==> src/rtl/aes_stream_framer_if.sv <==
// Upstream byte stream into aes_stream_framer: valid/ready handshake with a last-byte marker.
interface aes_stream_framer_if;
    logic       s_valid;
    logic       s_ready;
    logic [7:0] s_data;
    logic       s_last;

    modport master (output s_valid, output s_data, output s_last, input s_ready);
    modport slave  (input s_valid, input s_data, input s_last, output s_ready);
endinterface

==> src/rtl/aes_stream_framer.sv <==
// Converts a key+payload byte stream into new_msg/key/in_valid/in control for the S-box stream cipher.
// Optional payload length limit with a DROP state is enabled by defining AES_FRAMER_LENCHK_EN.
module aes_stream_framer #(
    parameter int CNT_W   = 16,
    parameter int MAX_LEN = 255
) (
    input  logic               clk,
    input  logic               rst,
    aes_stream_framer_if.slave s,
    output logic               new_msg,
    output logic [7:0]         key,
    output logic               in_valid,
    output logic [7:0]         in,
    output logic               msg_done,
    output logic [CNT_W-1:0]   msg_len,
    output logic               len_err
);
    typedef enum logic [1:0] {
        IDLE,
        ARM,
        PAYLOAD
`ifdef AES_FRAMER_LENCHK_EN
        , DROP
`endif
    } state_t;

    state_t             state, state_nxt;
    logic               ready_q;
    logic [CNT_W-1:0]   cnt, cnt_nxt, cnt_inc;
    logic               accept;
    logic               new_msg_nxt, in_valid_nxt, msg_done_nxt;
    logic [7:0]         key_nxt, in_nxt;
    logic [CNT_W-1:0]   msg_len_nxt;
`ifdef AES_FRAMER_LENCHK_EN
    logic               len_err_nxt;
`endif

    // Ready is held low while reset is asserted so nothing is accepted mid-reset.
    assign s.s_ready = ready_q & ~rst;
    assign accept    = s.s_valid & s.s_ready;
    assign cnt_inc   = (cnt == {CNT_W{1'b1}}) ? cnt : cnt + 1'b1;

    always_comb begin
        state_nxt    = state;
        cnt_nxt      = cnt;
        new_msg_nxt  = 1'b0;
        in_valid_nxt = 1'b0;
        msg_done_nxt = 1'b0;
        key_nxt      = key;
        in_nxt       = in;
        msg_len_nxt  = msg_len;
`ifdef AES_FRAMER_LENCHK_EN
        len_err_nxt  = 1'b0;
`endif
        case (state)
            IDLE: begin
                if (accept) begin
                    key_nxt     = s.s_data;
                    new_msg_nxt = 1'b1;
                    cnt_nxt     = '0;
                    if (s.s_last) begin
                        msg_done_nxt = 1'b1;
                        msg_len_nxt  = '0;
                    end else begin
                        state_nxt = ARM;
                    end
                end
            end
            // One dead cycle keeps new_msg strictly ahead of the first in_valid.
            ARM: state_nxt = PAYLOAD;
            PAYLOAD: begin
                if (accept) begin
                    in_nxt       = s.s_data;
                    in_valid_nxt = 1'b1;
                    cnt_nxt      = cnt_inc;
                    if (s.s_last) begin
                        msg_done_nxt = 1'b1;
                        msg_len_nxt  = cnt_inc;
                        state_nxt    = IDLE;
                    end
`ifdef AES_FRAMER_LENCHK_EN
                    else if (cnt_inc == CNT_W'(MAX_LEN)) begin
                        msg_done_nxt = 1'b1;
                        msg_len_nxt  = cnt_inc;
                        len_err_nxt  = 1'b1;
                        state_nxt    = DROP;
                    end
`endif
                end
            end
`ifdef AES_FRAMER_LENCHK_EN
            DROP: begin
                if (accept && s.s_last) begin
                    state_nxt = IDLE;
                end
            end
`endif
            default: state_nxt = IDLE;
        endcase
    end

    always_ff @(posedge clk) begin
        if (rst) begin
            state    <= IDLE;
            ready_q  <= 1'b1;
            cnt      <= '0;
            new_msg  <= 1'b0;
            in_valid <= 1'b0;
            msg_done <= 1'b0;
            key      <= '0;
            in       <= '0;
            msg_len  <= '0;
        end else begin
            state    <= state_nxt;
            ready_q  <= (state_nxt != ARM);
            cnt      <= cnt_nxt;
            new_msg  <= new_msg_nxt;
            in_valid <= in_valid_nxt;
            msg_done <= msg_done_nxt;
            key      <= key_nxt;
            in       <= in_nxt;
            msg_len  <= msg_len_nxt;
        end
    end

`ifdef AES_FRAMER_LENCHK_EN
    always_ff @(posedge clk) begin
        if (rst) begin
            len_err <= 1'b0;
        end else begin
            len_err <= len_err_nxt;
        end
    end
`else
    logic unused_max_len;
    assign unused_max_len = ^MAX_LEN;
    assign len_err        = 1'b0;
`endif

endmodule
==> src/flat_wrapper.sv <==
// flat-port wrapper written by rule: the top's interface ports become plain ports
module aes_stream_framer_flat 
#(
    parameter int CNT_W   = 16,
    parameter int MAX_LEN = 255
)
  (clk, rst, new_msg, key, in_valid, in, msg_done, msg_len, len_err, s_s_valid, s_s_data, s_s_last, s_s_ready);
  aes_stream_framer_if s_i ();
  input  logic clk;
  input  logic rst;
  output logic new_msg;
  output logic [7:0] key;
  output logic in_valid;
  output logic [7:0] in;
  output logic msg_done;
  output logic [CNT_W-1:0] msg_len;
  output logic len_err;
  input wire logic [$bits(s_i.s_valid)-1:0] s_s_valid;
  input wire logic [$bits(s_i.s_data)-1:0] s_s_data;
  input wire logic [$bits(s_i.s_last)-1:0] s_s_last;
  output wire logic [$bits(s_i.s_ready)-1:0] s_s_ready;
  assign s_i.s_valid = s_s_valid;
  assign s_i.s_data = s_s_data;
  assign s_i.s_last = s_s_last;
  assign s_s_ready = s_i.s_ready;
  aes_stream_framer #(.CNT_W(CNT_W), .MAX_LEN(MAX_LEN)) u_core (.clk(clk), .rst(rst), .s(s_i), .new_msg(new_msg), .key(key), .in_valid(in_valid), .in(in), .msg_done(msg_done), .msg_len(msg_len), .len_err(len_err));
endmodule
==> config.mk <==
export PLATFORM = sky130hd
export DESIGN_NAME = aes_stream_framer_flat
export DESIGN_NICKNAME = d
export VERILOG_FILES = /design/src/rtl/aes_stream_framer_if.sv /design/src/rtl/aes_stream_framer.sv /design/src/flat_wrapper.sv
export SDC_FILE = /design/constraint.sdc
export NUM_CORES = 1
export LEC_CHECK = 0
export BUFFER_PORTS_ARGS = -buffer_cell sky130_fd_sc_hd__buf_2
export CORE_AREA = 2 2 72 74
export CTS_BUF_LIST = sky130_fd_sc_hd__clkbuf_4 sky130_fd_sc_hd__clkbuf_8
export CTS_CLUSTER_SIZE = 30
export DETAILED_ROUTE_END_ITERATION = 16
export DIE_AREA = 0 0 74 76
export PLACE_DENSITY = 0.75
export SLEW_MARGIN = 0
export SYNTH_ARGS = -nofsm -noshare
export SYNTH_HDL_FRONTEND = slang
export SYNTH_SLANG_ARGS = --single-unit
==> constraint.sdc <==
create_clock -name clk -period 2.45 [get_ports clk]
set_input_delay 0.3675 -clock clk [delete_from_list [all_inputs] [get_ports clk]]
set_output_delay 0.3675 -clock clk [all_outputs]
set_load 0.01 [all_outputs]
==> metrics.txt <==
syn nets=316; worst skew pair latency=about 0.31 ns; mapped cell area=2460 sq um; Finish-stage setup viols=0; fin nets=between 300 and 400; clock slew at reported path FFs=around 0.1 ns; drc violations=0; yosys warns=0; port bufs=47; Yosys top cell by area=dfxtp_1; vias per inst=~5.5; EDFF count, synth=0; ys async rst share=0; Worst Clk Skew=between 0.01 and 0.015 ns; busiest metal layer after global routing=met2; Core Area=a little under 5000 sq um; max cap viols=0; Distinct cells, synth=between 50 and 60; Pre-antenna DRT Iters=6; Crit Path Class=flop to flop; Post-Place Worst Slack=approximately 0.32 ns; syn_area_per_cell=a little over 8 sq um; CP Data Arrival Time=approximately 2.4 ns; DIE AREA=5620 sq um; site row count=26; Num Clock Sinks=54; Slew headroom=0.500; Max Clk Rate=0.465 GHz; Ports=between 40 and 50; post-synthesis register bit count=between 50 and 60; post-route ant nets=0; setup ws final=between 0.2 and 0.3 ns; Pleak=1.13 nW; CTS Buffer Depth=2; final hold vios=0; initial cell density of the core=0.501; startpoint types=flop; met1 usage=0.307; Final Power=~0.0016 W; initial antenna violation count=0; TritonCTS clock tree=built; status=finished clean; wire length per cell=14.4 um; Root Buffer=clkbuf_8; PD cells=roughly 560 nW/um^2; TritonCTS buffer count=5; H-Tree Depth=2; synth top area cells=dfxtp_1 44%, nand2_1 8.2%, a21oi_1 5.5%; GRT overflow=0; DR iter-0 viols=~160; Tcrit/Tclk final=0.879; hpwl dp=4.24 mm; post-CTS setup repair buffer count=0; Final Core Density=0.580; Die Span X=between 70 and 80 um; area grow syn2layout=15.9%; post_cts resized=0; Hold-fix buffers, CTS=0; GP Congestion=between 0.9 and 1; crit path time final=~2.2 ns; post-synthesis sequential area ratio=0.439; Peak supply drop=288 uV; drt total wl=between 5 and 6 mm; WP data required=between 2 and 3 ns; global-route wire length before repair=around 10 mm; Fin Setup TNS=0 ns; Mapped Cells=roughly 300; vias in the first global route=2,097; Ant. Diodes=0; Slew Viols, Final=0; M3 GR Usage=0.0595; top cell type's share of synthesized area=0.439; worst slew pin tran=between 0.7 and 0.8 ns; pin count of the biggest net entering global routing=25; die height=around 76 um; CP endpoint kind=flop; ys flop type=dfxtp_1; Total GRT Usage=0.225; Worst Hold Class=input pin to flop; layout cell share with drive strength beyond 1=0.201; Vias=about 2,300; met2 usage=0.355; RSZ-0062 raised after global routing=false; worst-path fanout max=10
layout by cell type, fill, tap and decap left out, types with 6 or more instances in the layout:
master / count
nand2_1: 54
dfxtp_1: 54
buf_2: 47
a21oi_1: 27
o21ai_0: 21
nor2_1: 18
nand3_1: 17
nand4_1: 8
buf_4: 7
inv_1: 6
nor4_1: 6
a31oi_1: 6
synth_stat cells (all sizes together), types with 2 or more instances:
cell     n
nand3b   5
and2     3
a21oi   27
inv      6
o31ai    2
nor3     3
a31oi    6
o21ai   21
buf      6
xor2     4
a22o     2
and3     3
nand3   18
nor3b    4
nor4     6
nand2b   3
or3      4
nor2    18
nand2   54
nand4    8
and4     3
o41ai    2
clkbuf  16
nor2b    3
xnor2    2
o22ai    2
dfxtp   54
path summary, 6_finish.rpt:
check	startpoint	to	slack (ns)	depth (start not counted)
min reg2reg	u_core.msg_len[5]	u_core.msg_len[5]	0.45	2
min	s_s_data[4]	u_core.in[4]	0.30	3
max	u_core.cnt[0]	u_core.cnt[2]	0.30	6
max reg2reg	u_core.cnt[0]	u_core.cnt[2]	0.30	6
registers in the layout, indices dropped and copies added, names as in the netlist:
name,cells
u_core.cnt,16
u_core.in,8
u_core.in_valid,1
u_core.key,8
u_core.msg_done,1
u_core.msg_len,16
u_core.new_msg,1
u_core.ready_q,1
u_core.state,2
final cells by class:
type / instances / area (sq um)
fillers: 462 / 2060
clock buffers: 5 / 68.8
well taps: 70 / 87.6
clock inverters: 3 / 43.8
inverters: 7 / 26.3
multi-input cells: 220 / 1250
flip-flops and latches: 54 / 1080
repair buffers: 54 / 288
through the flow:
stage                     instance area [sq um]  hold WS [ns]  std cells
after CTS                                  2850         0.288        413
after global placement                     2740         0.429        405
after detailed placement                   2740         0.436        405
final                                      2850         0.298        413
after floorplan                            2460         0.481        303
after global routing                       2850         0.287        413
critical path, stage by stage (launching register included):
cell	delay (ns)
dfxtp_1	0.48
ha_1	0.27
nand3_1	0.22
nand4bb_4	0.30
nand2b_4	0.23
and3_4	0.21
a2111oi_4	0.34
per-layer routing:
| metal | up-vias | part of all wire |
|---|---|---|
| met4 | 0 | 0.012 |
| met1 | 1028 | 0.45 |
| met3 | 8 | 0.073 |
| met2 | 95 | 0.46 |
| met5 | - | 0 |
| li1 | 1150 | - |
cells by family (layout without fill, tap and decap cells):
logic type | after synthesis | in the layout | synth area share
adder cells (fa/ha/maj) | 1 | 1 | 0.00509
other | 1 | 1 | 0.00152
AND/OR/NAND/NOR | 138 | 138 | 0.293
flip-flops | 54 | 54 | 0.439
AO/OA/AOI/OAI | 74 | 74 | 0.189
buffers and inverters | 29 | 69 | 0.0504
XOR/XNOR | 6 | 6 | 0.0214
power breakdown:
part / switching, W / internal (W)
clock: 0.000294 / 0.000306
sequential: 0.00000747 / 0.000890
combinational: 0.0000742 / 0.0000383
Power figures use the tool's default switching activity.
